===== src/rtl/axi_dwa_pkg.sv =====
// Shared definitions for the wide-side write-response path: B-channel
// response codes, merged-response field offsets and the EXOKAY mapping.
`timescale 1ns/1ps
package axi_dwa_pkg;

    typedef enum logic [1:0] {
        BRESP_OKAY   = 2'b00,
        BRESP_EXOKAY = 2'b01,
        BRESP_SLVERR = 2'b10,
        BRESP_DECERR = 2'b11
    } bresp_e;

    // Field offsets inside the merged response word (shared with the merger).
    localparam int RESP_ID_MSB    = 7;
    localparam int RESP_ID_LSB    = 5;
    localparam int RESP_CNT_MSB   = 4;
    localparam int RESP_CNT_LSB   = 2;
    localparam int RESP_BRESP_MSB = 1;
    localparam int RESP_BRESP_LSB = 0;

    // Exclusive-okay is reported as a plain okay; every other code is untouched.
    function automatic logic [1:0] map_exokay(input logic [1:0] code);
        logic [1:0] result;
        result = code;
        if (code == BRESP_EXOKAY) begin
            result = BRESP_OKAY;
        end
        return result;
    endfunction

endpackage


===== src/rtl/b_resp_return_if.sv =====
// Merger-to-return and B-channel signal bundle.
// slave  : the response-return block (sources the B channel).
// master : the merger plus the wide-side AXI master (consumes the B channel).
`timescale 1ns/1ps
interface b_resp_return_if #(
    parameter int BID_WIDTH      = 3,
    parameter int BRESP_WIDTH    = 2,
    parameter int RESP_ARR_WIDTH = 9
);
    logic                      resp_valid;
    logic [RESP_ARR_WIDTH-1:0] resp;
    logic                      m_bvalid;
    logic                      m_bready;
    logic [BID_WIDTH-1:0]      m_bid;
    logic [BRESP_WIDTH-1:0]    m_bresp;

    modport slave (
        input  resp_valid,
        input  resp,
        input  m_bready,
        output m_bvalid,
        output m_bid,
        output m_bresp
    );

    modport master (
        output resp_valid,
        output resp,
        output m_bready,
        input  m_bvalid,
        input  m_bid,
        input  m_bresp
    );
endinterface


===== src/rtl/b_resp_fifo.sv =====
// Show-ahead synchronous FIFO. The head entry is visible on pop_data as soon
// as it is written, so the consumer can present it without an extra register.
// Pointers carry one extra wrap bit to tell full from empty.
// DEPTH must be a power of two and at least 2.
`timescale 1ns/1ps
module b_resp_fifo #(
    parameter int WIDTH = 5,
    parameter int DEPTH = 8
) (
    input  logic                     aclk,
    input  logic                     arst_n,
    input  logic                     push,
    input  logic [WIDTH-1:0]         push_data,
    input  logic                     pop,
    output logic [WIDTH-1:0]         pop_data,
    output logic                     full,
    output logic                     empty,
    output logic [$clog2(DEPTH):0]   level
);
    localparam int AW = $clog2(DEPTH);

    logic [WIDTH-1:0] mem [DEPTH];
    logic [AW:0]      wr_ptr_reg;
    logic [AW:0]      wr_ptr_next;
    logic [AW:0]      rd_ptr_reg;
    logic [AW:0]      rd_ptr_next;
    logic             push_en;
    logic             pop_en;

    assign full  = (wr_ptr_reg[AW] != rd_ptr_reg[AW]) &&
                   (wr_ptr_reg[AW-1:0] == rd_ptr_reg[AW-1:0]);
    assign empty = (wr_ptr_reg == rd_ptr_reg);
    assign level = wr_ptr_reg - rd_ptr_reg;

    // A push into a full FIFO is still accepted when the head leaves on the same edge.
    assign push_en = push && (!full || pop);
    assign pop_en  = pop && !empty;

    assign pop_data = mem[rd_ptr_reg[AW-1:0]];

    // Next-pointer computation; wrap comes from natural modulo arithmetic.
    always_comb begin
        wr_ptr_next = wr_ptr_reg;
        rd_ptr_next = rd_ptr_reg;
        if (push_en) begin
            wr_ptr_next = wr_ptr_reg + 1'b1;
        end
        if (pop_en) begin
            rd_ptr_next = rd_ptr_reg + 1'b1;
        end
    end

    // Pointer registers; reset empties the FIFO without touching the array.
    always_ff @(posedge aclk or negedge arst_n) begin
        if (!arst_n) begin
            wr_ptr_reg <= '0;
            rd_ptr_reg <= '0;
        end else begin
            wr_ptr_reg <= wr_ptr_next;
            rd_ptr_reg <= rd_ptr_next;
        end
    end

    // Storage write; contents need no reset because the pointers gate visibility.
    always_ff @(posedge aclk) begin
        if (push_en) begin
            mem[wr_ptr_reg[AW-1:0]] <= push_data;
        end
    end

endmodule


===== src/rtl/b_resp_return.sv =====
// Buffers merged write responses and returns them on the B channel.
// The merger cannot be stalled, so master back-pressure is absorbed by the
// FIFO; a response arriving while the FIFO is full and not draining is
// dropped and recorded in the sticky overflow flag and the drop counter.
`timescale 1ns/1ps
module b_resp_return
    import axi_dwa_pkg::*;
#(
    parameter int BID_WIDTH      = 3,
    parameter int BRESP_WIDTH    = 2,
    parameter int RESP_ARR_WIDTH = 9,
    parameter int DEPTH          = 8,
    parameter bit EXOKAY_PASS    = 1'b0
) (
    input  logic                   aclk,
    input  logic                   arst_n,
    b_resp_return_if.slave         bus,
    output logic [$clog2(DEPTH):0] fifo_level,
    output logic                   overflow,
    output logic [7:0]             drop_cnt
);
    localparam int ENTRY_W = BID_WIDTH + BRESP_WIDTH;

    logic [BID_WIDTH-1:0]   push_id;
    logic [BRESP_WIDTH-1:0] push_bresp;
    logic [ENTRY_W-1:0]     push_data;
    logic [ENTRY_W-1:0]     head_data;
    logic                   fifo_full;
    logic                   fifo_empty;
    logic                   b_valid;
    logic                   b_pop;
    logic                   drop;
    logic                   overflow_reg;
    logic [7:0]             drop_cnt_reg;
    logic                   unused_resp_bits;

    // The sub-transaction count and the top bit are not needed past the merger.
    assign unused_resp_bits = ^{bus.resp[RESP_ARR_WIDTH-1], bus.resp[RESP_CNT_MSB:RESP_CNT_LSB]};

    assign push_id = bus.resp[RESP_ID_MSB:RESP_ID_LSB];

    generate
        if (EXOKAY_PASS) begin : g_exokay_pass
            assign push_bresp = bus.resp[RESP_BRESP_MSB:RESP_BRESP_LSB];
        end else begin : g_exokay_map
            assign push_bresp = map_exokay(bus.resp[RESP_BRESP_MSB:RESP_BRESP_LSB]);
        end
    endgenerate

    assign push_data = {push_id, push_bresp};

    assign b_valid = !fifo_empty;
    assign b_pop   = b_valid && bus.m_bready;

    // Drop only when there is truly no room: full and the head is not leaving.
    assign drop = bus.resp_valid && fifo_full && !b_pop;

    b_resp_fifo #(
        .WIDTH (ENTRY_W),
        .DEPTH (DEPTH)
    ) u_fifo (
        .aclk      (aclk),
        .arst_n    (arst_n),
        .push      (bus.resp_valid),
        .push_data (push_data),
        .pop       (b_pop),
        .pop_data  (head_data),
        .full      (fifo_full),
        .empty     (fifo_empty),
        .level     (fifo_level)
    );

    // B-channel outputs come straight from the FIFO head; held at zero while empty
    // so the outputs show clean values during and right after reset.
    always_comb begin
        bus.m_bvalid = b_valid;
        bus.m_bid    = '0;
        bus.m_bresp  = '0;
        if (b_valid) begin
            bus.m_bid   = head_data[ENTRY_W-1:BRESP_WIDTH];
            bus.m_bresp = head_data[BRESP_WIDTH-1:0];
        end
    end

    // Sticky overflow flag and saturating drop counter.
    always_ff @(posedge aclk or negedge arst_n) begin
        if (!arst_n) begin
            overflow_reg <= 1'b0;
            drop_cnt_reg <= '0;
        end else if (drop) begin
            overflow_reg <= 1'b1;
            if (drop_cnt_reg != 8'hFF) begin
                drop_cnt_reg <= drop_cnt_reg + 8'd1;
            end
        end
    end

    assign overflow = overflow_reg;
    assign drop_cnt = drop_cnt_reg;

endmodule


===== src/flat_wrapper.sv =====
// flat-port wrapper written by rule: the top's interface ports become plain ports
module b_resp_return_flat import axi_dwa_pkg::*;
#(
    parameter int BID_WIDTH      = 3,
    parameter int BRESP_WIDTH    = 2,
    parameter int RESP_ARR_WIDTH = 9,
    parameter int DEPTH          = 8,
    parameter bit EXOKAY_PASS    = 1'b0
)
  (aclk, arst_n, fifo_level, overflow, drop_cnt, bus_resp_valid, bus_resp, bus_m_bready, bus_m_bvalid, bus_m_bid, bus_m_bresp);
  b_resp_return_if #(.BID_WIDTH(BID_WIDTH), .BRESP_WIDTH(BRESP_WIDTH), .RESP_ARR_WIDTH(RESP_ARR_WIDTH)) bus_i ();
  input  logic aclk;
  input  logic arst_n;
  output logic [$clog2(DEPTH):0] fifo_level;
  output logic overflow;
  output logic [7:0] drop_cnt;
  input wire logic [$bits(bus_i.resp_valid)-1:0] bus_resp_valid;
  input wire logic [$bits(bus_i.resp)-1:0] bus_resp;
  input wire logic [$bits(bus_i.m_bready)-1:0] bus_m_bready;
  output wire logic [$bits(bus_i.m_bvalid)-1:0] bus_m_bvalid;
  output wire logic [$bits(bus_i.m_bid)-1:0] bus_m_bid;
  output wire logic [$bits(bus_i.m_bresp)-1:0] bus_m_bresp;
  assign bus_i.resp_valid = bus_resp_valid;
  assign bus_i.resp = bus_resp;
  assign bus_i.m_bready = bus_m_bready;
  assign bus_m_bvalid = bus_i.m_bvalid;
  assign bus_m_bid = bus_i.m_bid;
  assign bus_m_bresp = bus_i.m_bresp;
  b_resp_return #(.BID_WIDTH(BID_WIDTH), .BRESP_WIDTH(BRESP_WIDTH), .RESP_ARR_WIDTH(RESP_ARR_WIDTH), .DEPTH(DEPTH), .EXOKAY_PASS(EXOKAY_PASS)) u_core (.aclk(aclk), .arst_n(arst_n), .bus(bus_i), .fifo_level(fifo_level), .overflow(overflow), .drop_cnt(drop_cnt));
endmodule

===== config.mk =====
export PLATFORM = sky130hd
export DESIGN_NAME = b_resp_return_flat
export DESIGN_NICKNAME = d
export VERILOG_FILES = /design/src/rtl/axi_dwa_pkg.sv /design/src/rtl/b_resp_return_if.sv /design/src/rtl/b_resp_fifo.sv /design/src/rtl/b_resp_return.sv /design/src/flat_wrapper.sv
export SDC_FILE = /design/constraint.sdc
export NUM_CORES = 1
export LEC_CHECK = 0
export ABC_AREA = 1
export BUFFER_PORTS_ARGS = -buffer_cell sky130_fd_sc_hd__buf_2
export CAP_MARGIN = 30
export CORE_ASPECT_RATIO = 1.75
export CORE_MARGIN = 2
export CORE_UTILIZATION = 52
export DETAILED_ROUTE_END_ITERATION = 8
export PLACE_DENSITY = 0.8
export SLEW_MARGIN = 0
export SYNTH_ARGS = -nofsm -noshare
export SYNTH_HDL_FRONTEND = slang
export SYNTH_SLANG_ARGS = --single-unit

===== constraint.sdc =====
create_clock -name aclk -period 2.1 [get_ports aclk]
set_input_delay 0.315 -clock aclk [delete_from_list [all_inputs] [get_ports aclk]]
set_output_delay 0.315 -clock aclk [all_outputs]
set_load 0.005 [all_outputs]

After elaboration in Yosys (flattened, before gate mapping). Memories as Yosys holds them, arrays and structs flattened. Cells that the tools add are included.

Memory bits (writable): 40. Flip-flop bits (word level): 17. Input bits: 13. Word-level logic and storage cells: 30. Memories kept: 1.

Eq/ne operators: 5. Add/sub/neg operators: 4. Reduce and logical (&&, ||, !) cells: 11. Multiplexer cells: 5.

Memory list: u_core.u_fifo.mem (words 8, width 5, read ports 1, clocked after Yosys merged registers in 0, wr ports 1, RTL line b_resp_fifo.sv:22) `logic [WIDTH-1:0] mem [DEPTH];`.

Operator list (count): 4-bit by 1-bit adder with 4-bit output (second input constant) (2); 8-bit by 1-bit adder with 8-bit output (second input constant) (1); 8-bit inequality test (second input constant) (1); 1-bit logical AND (6); 4-bit == test (1); 2-bit two-way mux (2); 4-bit subtractor (1); 3-bit == test (1); 1-bit logical NOT (3); 3-bit two-way mux (1); 2-bit by 1-bit == test with 1-bit output (second input constant) (1); 1-bit two-way mux (2); 2-bit AND reduction (1); 1-bit logical OR (1); 1-bit inequality test (1).

Depth between registers and ports, before layout. Gate-level depths: netlist of the first run.

Depth after elaboration: 7. Mapped depth: 9. Gate-level depth less buffers: 8.

Cells and area by module. From an unflattened synthesis of the first run, not the netlist that was laid out.

Cells, all modules: 307. Area total of the unflattened synthesis: 2819.0 um^2.

By module, submodules not included: b_resp_fifo (sequential area each 1401.3 um^2, area an instance 2257.2 um^2, cells an instance 225, times used 1); b_resp_return (sequential area each 225.2 um^2, area an instance 561.8 um^2, cells an instance 82, times used 1).

Worst setup path after synthesis of the first run. OpenSTA, ideal clock, no wires.

Kind: register to register. Start: register u_core.u_fifo.rd_ptr_reg[1]. End: memory u_core.u_fifo.mem[0][0] (enable). Cell stages (with the launch flop): 9. Data required time: 1.760 ns. Arrival: 1.603 ns. Buffers on the path: 1. Clock period less this slack: 1.943 ns. Slack: 0.157 ns. Cell sequence: dfrtp_1 inv_1 buf_2 ha_1 nand4_4 nor2_8 nor2_4 nand2_1 nor2_1.

Longest elaborated chain between the ends: 7.

RTL lines: from (decl) (RTL line b_resp_fifo.sv:25) `logic [AW:0] rd_ptr_reg;`; from (signal assigned) (RTL line b_resp_fifo.sv:60) `rd_ptr_reg <= rd_ptr_next;`; 4-bit == test / 3-bit == test (equally long branches) (RTL line b_resp_fifo.sv:32, b_resp_fifo.sv:31); 1-bit logical NOT / 1-bit logical AND (equally long branches) (RTL line b_resp_return.sv:52, b_resp_fifo.sv:30); 1-bit logical AND / 1-bit logical NOT (equally long branches) (RTL line b_resp_return.sv:53, b_resp_fifo.sv:36); 1-bit logical OR * (RTL line b_resp_fifo.sv:36) `assign push_en = push && (!full || pop);`; 1-bit logical AND * (RTL line b_resp_fifo.sv:36); 1-bit two-way mux * (RTL line b_resp_fifo.sv:66) `if (push_en) begin`; 1-bit two-way mux (implied by the code) * (RTL line b_resp_fifo.sv:67) `mem[wr_ptr_reg[AW-1:0]] <= push_data;`; to (decl) (RTL line b_resp_fifo.sv:22).

Every way passes the cells marked *; elsewhere a longest branch is shown, timed or not.

Worst setup path in the final report of the first run.
Start: register u_core.u_fifo.rd_ptr_reg[0]. End: output bus_m_bid[0].

Longest elaborated chain between the ends: 2.

RTL lines: memory read 8 x 5 bit / 4-bit == test (equally long branches); 3-bit two-way mux * (RTL line b_resp_return.sv:79) `if (b_valid) begin`; to (decl) (RTL line flat_wrapper.sv:21) `output wire logic [$bits(bus_i.m_bid)-1:0] bus_m_bid;`.

Marked as above.

==> results.tsv, run 1 <==
stage	metric	value	unit
status	outcome	complete, no violations	
critical_path	critical path endpoint category	output port	
power_and_ir_drop	peak supply drop	0.0007658	V
critical_path	R2R Setup Slk	0.12	ns
clocking	clock tree buffer depth	2	
clocking	Clk pin slew, worst setup/hold paths	0.06	ns
min_path	worst hold-check path type	in -> reg	
sta	total negative slack	0	ns
final_layout	fillers	396	
final_layout	area grow syn2layout	22.23	%
yosys	syn_nets	329	
placement	dpl hpwl	4.192	mm
floorplanning	io pins	32	
critical_path	Setup CP Type	reg -> out	
sta	RSZ-0062 raised after global routing	true	
final_layout	layout cell share with drive strength beyond 1	23.98	%
sta	Slew Limit Fails	0	
job	Max Cap Viol	0	
placement	port buffer count	27	
final_layout	fin area	3481	sq um
critical_path	CP Launch Type	flip-flop	
global_route	GR Util All Layers	22.82	%
sta	Worst-Margin Slew	0.4027	ns
yosys	Gate Count Post-Synth	309	
yosys	register area share after synthesis	57.12	%
drt	vias per cell	5.379	
drt	vias	2270	
clocking	Sink Count	57	
power_and_ir_drop	switching share of power	39.80	%
critical_path	Worst Setup SP	u_core.u_fifo.rd_ptr_reg[0]$_DFFE_PN0P_	
final_layout	max FFs per register	40	
floorplanning	cell row count	35	
power_and_ir_drop	Clk network pwr share	17.7	%
power_and_ir_drop	PwrDens	1388	nW/um^2
clocking	Clock Latency Late Sink	0.35	ns
floorplanning	DIE HEIGHT	101.9	um
final_layout	number of diodes	0	
clocking	Root Buffer Master	clkbuf_8	
drt	Routed WL	6.421	mm
critical_path	CP required	1.78	ns
power_and_ir_drop	P_int	0.002908	W
placement	placed cell area	3126	sq um
yosys	synthesized flop and latch total	57	
yosys	Distinct cells, synth	26	
sta	Hold Fails Final Rpt	0	
sta	Final Skew	0.007146	ns
global_route	global-route wire length before repair	9.998	mm
yosys	Mapped Area	2848	sq um
drt	Routed Antenna Nets	0	
drt	1st-iter DRT viols	128	
power_and_ir_drop	Reg power frac	31.9	%
sta	Tcrit/Tclk final	97.28	%
yosys	Yosys warnings	0	
critical_path	CP Data Arrival Time	1.73	ns
power_and_ir_drop	leakage	1.590	nW
min_path	HP Start	bus_resp[7]	
drt	Avg WL per Cell	15.22	um
sta	Slew HR	73.06	%
final_layout	# nets final	382	
sta	Max Clk Rate	489.5	MHz
sta	Period minus WS final	2.043	ns
global_route	GRT overflow	0	
floorplanning	Initial Util	54.19	%
critical_path	Critical R2R Launch	u_core.u_fifo.wr_ptr_reg[0]$_DFFE_PN0P_	
clocking	Inserted Clock Buffers	9	
yosys	syn avg cell area	9.216	sq um
floorplanning	die area	6108	sq um
placement	Final Wtd Congestion	0.8194	
drt	TritonRoute pass-1 iters	4	
clocking	# H-tree levels	3	
clocking	CTS tree	done	
global_route	initial antenna violation count	0	
critical_path	largest fanout on the critical path	10	
floorplanning	Core Region	5255	sq um
power_and_ir_drop	Psw	0.001922	W
global_route	largest net degree at the start of global routing	25	
drt	DRC Markers	0	
floorplanning	Die X	59.94	um
sta	final setup vio count	0	
global_route	vias in the first global route	2240	
power_and_ir_drop	combinational fraction of design power	50.4	%
[stage by stage]
| step | std cells | utilization [%] | hold slack, ns | setup slack [ns] | power (W) |
|---|---|---|---|---|---|
| 2_1_floorplan | 309 | - | 0.01941 | 0.1573 | 0.002788 |
| 3_3_place_gp | 397 | 59.48 | 0.2597 | 0.2207 | 0.003429 |
| 3_5_place_dp | 397 | 59.48 | 0.2633 | 0.1662 | 0.003497 |
| 4_1_cts | 414 | 63.36 | 0.2706 | 0.01088 | 0.004453 |
| 5_1_grt | 422 | 66.24 | 0.2697 | -0.04279 | 0.005174 |
| 6_report | 422 | 66.24 | 0.2807 | 0.05712 | 0.004830 |
[synthesized netlist by cell type (all sizes together)]
library cell | count | area [sq um]
a21oi | 1 | 5.000
buf | 10 | 50.05
clkbuf | 1 | 3.750
dfrtp | 17 | 425.4
edfxtp | 40 | 1201
fa | 1 | 20.02
ha | 6 | 75.07
inv | 31 | 116.4
nand2 | 100 | 385.4
nand3 | 18 | 102.6
nand3b | 1 | 7.510
nand4 | 10 | 77.57
nor2 | 43 | 197.7
o21ai | 23 | 118.9
xnor2 | 2 | 17.52
xor2 | 5 | 43.79
[cells by family after synthesis]
kind of cell / synth area share (%)
DFF: 57.12
xor gates and xnor gates: 2.153
AOI/OAI and AO/OA: 4.349
and+or+nand+nor: 27.07
buffers and inverters: 5.975
adders and majority gates: 3.339
[what timing repair did]
action,CTS,global route
hold buffers,1,0
pin swaps,1,2
setup endpoints to repair,7,7
endpoints found under the hold margin,17,0
cloned,0,2
buffers inserted,0,6
resized for setup,5,16
[placed cells by master, fill, tap and decap left out, drive strengths merged, types with 2 or more instances in the layout]
cell / n
inv: 30
xor2: 5
nand4: 10
buf: 50
nand3: 18
clkinvlp: 3
clkbuf: 11
ha: 6
dfrtp: 17
edfxtp: 40
o21ai: 23
xnor2: 2
nor2: 43
clkinv: 5
nand2: 100
[worst max-delay path, stage by stage, from the launching register on]
cell	delay (ns)
dfrtp_2	0.43
buf_12	0.13
clkinvlp_4	0.13
clkbuf_16	0.19
nand2_1	0.06
nand3_1	0.08
nand3_2	0.09
nand2_1	0.06
nor2_1	0.09
buf_2	0.12
[power groups by stage]
stage,sequential [W],combinational (W),clock (W)
2_1_floorplan,0.00154,0.00125,0
3_3_place_gp,0.00152,0.00191,0
3_5_place_dp,0.00153,0.00197,0
4_1_cts,0.00152,0.00207,0.000859
5_1_grt,0.00156,0.00270,0.000920
6_report,0.00154,0.00244,0.000854
[final timing paths]
kind,end,depth (start not counted)
min in group asynchronous,u_core.u_fifo.rd_ptr_reg[2]$_DFFE_PN0P_,2
hold / removal,u_core.u_fifo.mem[0][4]$_DFFE_PP_,1
hold reg to reg,u_core.overflow$_DFFE_PN0P_,2
max in group asynchronous,u_core.u_fifo.rd_ptr_reg[0]$_DFFE_PN0P_,2
setup / recovery,bus_m_bid[0],9
setup reg to reg,u_core.u_fifo.mem[6][1]$_DFFE_PP_,8
[per-layer routing]
layer | global-route usage (%) | vias up | part of all wire (%)
met4 | 13.50 | 0 | 2.7
met1 | 21.57 | 1080 | 35
met3 | 6.962 | 16 | 4.6
met2 | 41.22 | 62 | 57
li1 | - | 1112 | -
met5 | 0 | - | 0
[cell type report]
cell class	instances	area, sq um	area share (%)
inverter	31	120.1	3.451
clock inverter	7	37.54	1.078
multi-input combinational	210	1106	31.78
sequential	57	1628	46.76
clock buffer	9	123.9	3.559
timing repair buffer	53	396.6	11.39
tap	55	68.82	1.977
No activity file was read; power rests on OpenSTA's default activity.
==> inputs of run 2 (changes only) <==
--- a/config.mk
+++ b/config.mk
@@ -11,9 +11,10 @@
 export CORE_ASPECT_RATIO = 1.75
 export CORE_MARGIN = 2
 export CORE_UTILIZATION = 52
+export CTS_BUF_LIST = sky130_fd_sc_hd__clkbuf_16
 export DETAILED_ROUTE_END_ITERATION = 8
 export PLACE_DENSITY = 0.8
-export SLEW_MARGIN = 0
+export SLEW_MARGIN = 20
 export SYNTH_ARGS = -nofsm -noshare
 export SYNTH_HDL_FRONTEND = slang
 export SYNTH_SLANG_ARGS = --single-unit
==> run 2 against run 1 <==
Effect of this change: die area did not move; flip-flop and latch count did not move; utilization increased by 1.2 points; sequential share of layout area shrank 0.86 points; clock skew hardly changed; via count decreased by 0.66%; critical endpoint unchanged; count of clock-buffer cells in the layout unchanged; worst hold slack improved by 0.022 ns.
==> results.tsv, run 2 (synthesis results as in run 1) <==
stage	metric	value	unit	change
power_and_ir_drop	leakage	1.624	nW	was 1.590 nW
critical_path	CP Data Arrival Time	1.70	ns	was 1.73 ns
critical_path	largest fanout on the critical path	10		unchanged
clocking	Sink Count	57		unchanged
critical_path	Setup CP Type	reg -> out		unchanged
min_path	HP Start	bus_resp[7]		unchanged
final_layout	most frequent cells in the layout	nand2_1 (98), edfxtp_1 (40), nor2_1 (38)		unchanged
critical_path	Critical R2R Launch	u_core.u_fifo.wr_ptr_reg[1]$_DFFE_PN0P_		was u_core.u_fifo.wr_ptr_reg[0]$_DFFE_PN0P_
sta	Period minus WS final	2.018	ns	was 2.043 ns
sta	Slew HR	72.94	%	was 73.06%
min_path	worst hold-check path type	in -> reg		unchanged
sta	Max Clk Rate	495.6	MHz	was 489.5 MHz
clocking	# H-tree levels	3		unchanged
drt	vias per cell	5.369		was 5.379
floorplanning	Die X	59.94	um	unchanged
floorplanning	die area	6108	sq um	unchanged
global_route	GR Util All Layers	22.88	%	was 22.82%
placement	dpl hpwl	4.192	mm	unchanged
final_layout	area occupied by multi-input gates	1089	sq um	was 1106 sq um
clocking	Clock Latency Late Sink	0.32	ns	was 0.35 ns
floorplanning	io pins	32		unchanged
final_layout	FF+latch area	1628	sq um	unchanged
final_layout	# nets final	380		was 382
drt	DRC Markers	0		unchanged
final_layout	max FFs per register	40		unchanged
final_layout	area grow syn2layout	24.52	%	was 22.23%
critical_path	Worst Setup SP	u_core.u_fifo.rd_ptr_reg[0]$_DFFE_PN0P_		unchanged
sta	RSZ-0062 raised after global routing	true		unchanged
power_and_ir_drop	Pwr Total	0.005137	W	was 0.004830 W
floorplanning	DIE HEIGHT	101.9	um	unchanged
sta	PnR worst setup slack	0.08238	ns	was 0.05712 ns
floorplanning	Core Region	5255	sq um	unchanged
final_layout	commonest non-fill, non-tap cell in the layout	nand2_1		unchanged
global_route	vias in the first global route	2233		was 2,240
critical_path	CP Launch Type	flip-flop		unchanged
final_layout	number of diodes	0		unchanged
clocking	Root Buffer Master	clkbuf_16		was clkbuf_8
sta	Hold Fails Final Rpt	0		unchanged
global_route	initial antenna violation count	0		unchanged
critical_path	critical path endpoint category	output port		unchanged
sta	Final Skew	0.006794	ns	was 0.007146 ns
global_route	GRT overflow	0		unchanged
placement	Final Wtd Congestion	0.8194		unchanged
drt	Routed Antenna Nets	0		unchanged
clocking	CTS tree	done		unchanged
power_and_ir_drop	PwrDens	1449	nW/um^2	was 1388 nW/um^2
placement	port buffer count	27		unchanged
drt	Avg WL per Cell	14.90	um	was 15.22 um
status	outcome	complete, no violations		unchanged
critical_path	CP required	1.78	ns	about the same
final_layout	layout cell share with drive strength beyond 1	22.47	%	was 23.98%
clocking	clock tree buffer depth	2		unchanged
power_and_ir_drop	peak supply drop	0.0007530	V	was 0.0007658 V
sta	Worst-Margin Slew	0.4044	ns	was 0.4027 ns
drt	TritonRoute pass-1 iters	4		unchanged
sta	Slew Limit Fails	0		unchanged
global_route	largest net degree at the start of global routing	25		unchanged
clocking	Inserted Clock Buffers	9		unchanged
sta	final setup vio count	0		unchanged
global_route	global-route wire length before repair	9.956	mm	was 9.998 mm
drt	Routed WL	6.258	mm	was 6.421 mm
drt	1st-iter DRT viols	161		was 128
placement	dpl ws	0.1662	ns	unchanged
job	Max Cap Viol	0		unchanged
sta	Tcrit/Tclk final	96.08	%	was 97.28%
floorplanning	cell row count	35		unchanged
floorplanning	Initial Util	54.19	%	unchanged
clocking	Clk pin slew, worst setup/hold paths	0.05	ns	was 0.06 ns
drt	vias	2255		was 2,270
final_layout	fillers	382		was 396
==> run 2: final cells by class <==
class	count	area share, %
clock buffer	9	6.351
multi-input combinational	210	30.70
tap	55	1.941
timing repair buffer	51	10.66
sequential	57	45.91
clock inverter	7	1.059
inverter	31	3.387
==> run 2: worst max-delay path, stage by stage, from the launching register on <==
cell	delay (ns)
dfrtp_2	0.42
buf_12	0.12
clkinvlp_4	0.14
clkbuf_16	0.20
nand2_1	0.06
nand3_1	0.07
nand3_1	0.10
nand2_1	0.07
nor2_1	0.08
buf_2	0.11
==> run 2: timing repair <==
action,in CTS,in global routing
hold endpoints to repair,17,0
setup endpoints to repair,6,7
pin swaps,1,0
cloned,0,2
hold buffers,1,0
buffers inserted,1,3
resized for setup,5,11
==> run 2: final timing paths <==
path                       cells after the start  slack, ns                                      end
max                                            9       0.08                             bus_m_bid[0]
max reg2reg                                    7       0.23        u_core.u_fifo.mem[6][1]$_DFFE_PP_
min                                            1       0.30        u_core.u_fifo.mem[0][4]$_DFFE_PP_
min in group asynchronous                      2       0.45              u_core.overflow$_DFFE_PN0P_
max in group asynchronous                      2       1.34  u_core.u_fifo.rd_ptr_reg[0]$_DFFE_PN0P_
min reg2reg                                    2       0.47              u_core.overflow$_DFFE_PN0P_
==> run 2: power breakdown <==
group          leakage, nW  switching, W  internal (W)
sequential           0.582      0.000122       0.00141
clock                0.126      0.000484      0.000780
combinational        0.916       0.00131       0.00103
==> run 2: stage by stage <==
stage	util (%)	instances	TNS, ns	hold WS (ns)	instance area, sq um
CTS	65.31	415	0	0.2910	3432
global route	67.48	420	-0.03996	0.2963	3546
detailed placement	59.48	397	0	0.2633	3126
floorplan	-	309	0	0.01941	2848
global placement	59.48	397	0	0.2597	3126
finish	67.48	420	0	0.3023	3546
==> run 2: per-layer routing <==
| layer | vias to the layer above | wire (um) | track usage [%] |
|---|---|---|---|
| li1 | 1105 | - | - |
| met1 | 1057 | 2162 | 21.84 |
| met2 | 70 | 3501 | 40.89 |
| met3 | 23 | 321 | 6.962 |
| met4 | 0 | 272 | 14.02 |
| met5 | - | 0 | 0 |
==> inputs of run 3 (changes only) <==
--- a/config.mk
+++ b/config.mk
@@ -5,16 +5,17 @@
 export SDC_FILE = /design/constraint.sdc
 export NUM_CORES = 1
 export LEC_CHECK = 0
-export ABC_AREA = 1
+export ABC_AREA = 0
 export BUFFER_PORTS_ARGS = -buffer_cell sky130_fd_sc_hd__buf_2
 export CAP_MARGIN = 30
 export CORE_ASPECT_RATIO = 1.75
 export CORE_MARGIN = 2
-export CORE_UTILIZATION = 52
+export CORE_UTILIZATION = 51
 export CTS_BUF_LIST = sky130_fd_sc_hd__clkbuf_16
 export DETAILED_ROUTE_END_ITERATION = 8
-export PLACE_DENSITY = 0.8
+export PLACE_DENSITY = 0.79
 export SLEW_MARGIN = 20
 export SYNTH_ARGS = -nofsm -noshare
 export SYNTH_HDL_FRONTEND = slang
+export SYNTH_HIERARCHICAL = 1
 export SYNTH_SLANG_ARGS = --single-unit
==> run 3 against run 2 <==
Effect of this change: the run now ends with setup timing left; die area is 7.9% lower; global-route usage shrank 2.0 points; count of clock-buffer cells in the layout did not move; setup slack lost 0.13 ns; register-to-register slack worse by 0.28 ns; via count fell by 29%; first-iteration DRC count decreased by 69%; non-clock buffer count increased by 4; critical endpoint is now u_core/u_fifo/mem[0][1]$_DFFE_PP_; largest cell class unchanged.
==> results.tsv, run 3 <==
stage	metric	value	unit	change
sta	PnR worst setup slack	-0.04862	ns	was 0.08238 ns
power_and_ir_drop	combinational fraction of design power	44.4	%	was 45.6%
clocking	Inserted Clock Buffers	9		unchanged
clocking	Clock Latency Late Sink	0.32	ns	about the same
final_layout	area occupied by multi-input gates	994.7	sq um	was 1089 sq um
yosys	ys flop type	edfxtp_1		unchanged
yosys	top cell type's share of synthesized area	46.94	%	was 42.18%
floorplanning	DIE HEIGHT	97.70	um	was 101.9 um
critical_path	Crit path largest cell delay	0.39	ns	was 0.42 ns
yosys	register area share after synthesis	63.57	%	was 57.12%
power_and_ir_drop	Pwr Total	0.005355	W	was 0.005137 W
yosys	Distinct cells, synth	37		was 26
yosys	Post-synth top cells	edfxtp_1 (40), nand2_1 (22), dfrtp_1 (17)		was nand2_1 (98), edfxtp_1 (40), nor2_1 (38)
sta	WHS	0.2716	ns	was 0.3023 ns
power_and_ir_drop	P_int	0.003604	W	was 0.003225 W
floorplanning	die area	5622	sq um	was 6108 sq um
yosys	syn avg cell area	14.71	sq um	was 9.216 sq um
sta	Worst-Margin Slew	0.5102	ns	was 0.4044 ns
clocking	# H-tree levels	3		unchanged
drt	Top Layer Used	met4		unchanged
global_route	largest net degree at the start of global routing	18		was 25
final_layout	# nets final	257		was 380
yosys	Post-synth EDFFs	40		unchanged
critical_path	cell mode on critical path	buf_4		
global_route	initial antenna violation count	0		unchanged
global_route	GR Util All Layers	20.84	%	was 22.88%
power_and_ir_drop	Psw	0.001752	W	was 0.001912 W
global_route	global-route wire length before repair	8.286	mm	was 9.956 mm
drt	Post-Route M1 WL	1.906	mm	was 2.162 mm
critical_path	Crit-path slowest cell	or3_4		was dfrtp_2
floorplanning	cell row count	34		was 35
drt	TritonRoute pass-1 iters	4		unchanged
sta	Final Skew	0.005030	ns	was 0.006794 ns
clocking	Root Buffer Master	clkbuf_16		unchanged
floorplanning	Core Region	4892	sq um	was 5255 sq um
yosys	largest area contributor in the netlist	edfxtp_1		unchanged
floorplanning	io pins	32		unchanged
yosys	Gate Count Post-Synth	174		was 309
global_route	GRT overflow	0		unchanged
sta	Hold Fails Final Rpt	0		unchanged
floorplanning	Die X	57.55	um	was 59.94 um
power_and_ir_drop	Reg power frac	29.9	%	was 29.8%
critical_path	critical path endpoint category	flip-flop		was output port
yosys	mux contribution to synthesized area	11.93	%	was 0%
power_and_ir_drop	leakage	1.380	nW	was 1.624 nW
yosys	top-count cell post-synth	edfxtp_1		was nand2_1
yosys	largest family of logic cells by synthesized area	multiplexers		was simple AND/OR/NAND/NOR gates
drt	Routed WL	5.333	mm	was 6.258 mm
drt	DRC Markers	0		unchanged
final_layout	area grow syn2layout	32.47	%	was 24.52%
sta	Tcrit/Tclk final	102.3	%	was 96.08%
final_layout	fillers	332		was 382
drt	Avg WL per Cell	18.02	um	was 14.90 um
sta	RSZ-0062 raised after global routing	true		unchanged
global_route	vias in the first global route	1689		was 2,233
final_layout	most frequent cells in the layout	edfxtp_1 (40), buf_2 (27), buf_4 (25)		was nand2_1 (98), edfxtp_1 (40), nor2_1 (38)
critical_path	CP required	2.19	ns	was 1.78 ns
yosys	asr flop ratio synth	29.82	%	unchanged
sta	Slew Limit Fails	0		unchanged
critical_path	worst path bufs/invs	4		unchanged
critical_path	largest fanout on the critical path	4		was 10
yosys	Synth area leaders	edfxtp_1 (47%), dfrtp_1 (17%), mux4_2 (8.8%), nand2_1 (3.2%), xnor2_1 (3.1%)		was edfxtp_1 (42%), dfrtp_1 (15%), nand2_1 (13%), nor2_1 (5.0%), inv_1 (4.0%)
yosys	Compound-Gate Fraction of Synth Area	2.298	%	was 4.350%
min_path	worst hold-check path type	in -> reg		unchanged
yosys	simple-gate share of the synthesized area	11.93	%	was 27.07%
critical_path	CP Data Arrival Time	2.23	ns	was 1.70 ns
final_layout	Layout Utilization	69.28	%	was 67.48%
placement	dpl hpwl	3.664	mm	was 4.192 mm
critical_path	CP Launch Type	flip-flop		unchanged
clocking	clock tree buffer depth	2		unchanged
critical_path	crit-path cells	clkinv_2 -> ha_4 -> nand3_4 -> buf_4 -> or3_4 -> nand3b_1 -> buf_4 -> nor3_4 -> buf_4		was buf_12 -> clkinvlp_4 -> clkbuf_16 -> nand2_1 -> nand3_1 -> nand3_1 -> nand2_1 -> nor2_1 -> buf_2
status	failing checks	setup timing		
sta	Max Clk Rate	465.4	MHz	was 495.6 MHz
final_layout	FF+latch area	1630	sq um	was 1628 sq um
sta	Slew HR	65.86	%	was 72.94%
clocking	CTS tree	done		unchanged
placement	Final Wtd Congestion	0.7915		was 0.8194
final_layout	layout cell share with drive strength beyond 1	46.28	%	was 22.47%
job	Max Cap Viol	0		unchanged
yosys	Synth Area in Adders	3.716	%	was 3.339%
sta	Period minus WS final	2.149	ns	was 2.018 ns
placement	port buffer count	27		unchanged
drt	vias	1603		was 2,255
drt	vias per cell	5.416		was 5.369
floorplanning	Initial Util	52.30	%	was 54.19%
power_and_ir_drop	Clk network pwr share	25.8	%	was 24.6%
final_layout	max FFs per register	40		unchanged
drt	routed wl met3	174	um	was 321 um
power_and_ir_drop	peak supply drop	0.001285	V	was 0.0007530 V
critical_path	Setup CP Type	reg -> reg		was reg -> out
drt	Routed Antenna Nets	0		unchanged
status	outcome	finished, violations left		was complete, no violations
sta	final setup vio count	6		was 0
power_and_ir_drop	PwrDens	1580	nW/um^2	was 1449 nW/um^2
final_layout	commonest non-fill, non-tap cell in the layout	edfxtp_1		was nand2_1
yosys	Yosys warnings	6		was 0
final_layout	number of diodes	0		unchanged
power_and_ir_drop	switching share of power	32.71	%	was 37.22%
drt	1st-iter DRT viols	50		was 161
clocking	Sink Count	57		unchanged
clocking	Clk pin slew, worst setup/hold paths	0.05	ns	about the same
critical_path	delay-heaviest family, CP	simple AND/OR/NAND/NOR gates		was buffers and inverters
yosys	synthesized flop and latch total	57		unchanged
drt	met2 routed WL	3.110	mm	was 3.501 mm
yosys	Synth Area in XOR/XNOR	4.450	%	was 2.153%
yosys	syn_nets	194		was 329
yosys	Mapped Area	2559	sq um	was 2848 sq um
run 3: cell types whose count changed after synthesis, sizes merged, moves of 7 or more:
cell,before,now
o21ai,23,1
nand4,10,2
mux4,0,10
buf,10,1
nor2,43,12
inv,31,10
nand2,100,23
xnor2,2,9
nand3,18,4
run 3: power by group through the flow:
stage	Combinational (W)	Sequential (W)	Clock [W]
after floorplan	0.00128	0.00165	0
after global placement	0.00210	0.00159	0
after detailed placement	0.00215	0.00160	0
after CTS	0.00232	0.00159	0.00140
after global routing	0.00259	0.00162	0.00143
final	0.00238	0.00160	0.00138
run 3: kinds of logic (layout without fill, tap and decap cells):
kind of cell	Yosys count	in the layout
adders and majority gates	7	7
AOI/OAI and AO/OA	6	6
buffers and inverters	14	82
xor gates and xnor gates	13	13
muxes	17	17
DFF	57	57
and+or+nand+nor	60	60
run 3: worst paths after layout:
kind | from | end | slack (ns) | cells past startpoint
worst max-delay path | u_core/u_fifo/rd_ptr_reg[2]$_DFFE_PN0P_ | u_core/u_fifo/mem[0][1]$_DFFE_PP_ | -0.05 | 9
worst min-delay path | bus_resp[6] | u_core/u_fifo/mem[7][3]$_DFFE_PP_ | 0.27 | 1
worst max register to register | u_core/u_fifo/rd_ptr_reg[2]$_DFFE_PN0P_ | u_core/u_fifo/mem[0][1]$_DFFE_PP_ | -0.05 | 9
worst min register to register | u_core/overflow$_DFFE_PN0P_ | u_core/overflow$_DFFE_PN0P_ | 0.47 | 1
max in group asynchronous | arst_n | u_core/u_fifo/rd_ptr_reg[0]$_DFFE_PN0P_ | 1.33 | 2
min in group asynchronous | arst_n | u_core/overflow$_DFFE_PN0P_ | 0.45 | 2
run 3: area by class of cell:
class,count,area share (%)
clock buffers,9,6.645
clock inverters,7,1.846
inverters,11,1.329
multi-input cells,103,29.35
flip-flops and latches,57,48.10
well taps,54,1.993
repair buffers,55,10.74
run 3: worst register-to-register path, stage by stage (launching register included):
cell and delay [ns]:
dfrtp_1 0.38, clkinv_2 0.10, ha_4 0.29, nand3_4 0.08
buf_4 0.16, or3_4 0.39, nand3b_1 0.16, buf_4 0.15
nor3_4 0.04, buf_4 0.15
run 3: per-layer routing:
layer / vias up / GRT usage [%]
met5: - / 0
met4: 0 / 11.99
met3: 11 / 5.326
met2: 44 / 36.89
met1: 788 / 21.24
li1: 760 / -
run 3: metrics by stage:
stage | TNS, ns | cell area (sq um) | setup slack, ns | std cells
5_1_grt | -0.7694 | 3390 | -0.06756 | 296
2_1_floorplan | -2.354 | 2639 | -0.1264 | 174
3_3_place_gp | -0.2301 | 2962 | -0.03326 | 271
3_5_place_dp | -1.295 | 2962 | -0.09600 | 271
4_1_cts | -0.1252 | 3346 | -0.03601 | 294
6_report | -0.1977 | 3390 | -0.04862 | 296
run 3: timing repair:
action,in CTS,in global routing
pin swaps,12,1
hold buffers,1,0
endpoints found under the setup margin,41,31
buffers inserted,6,2
endpoints found under the hold margin,17,0
gates resized for setup,9,9
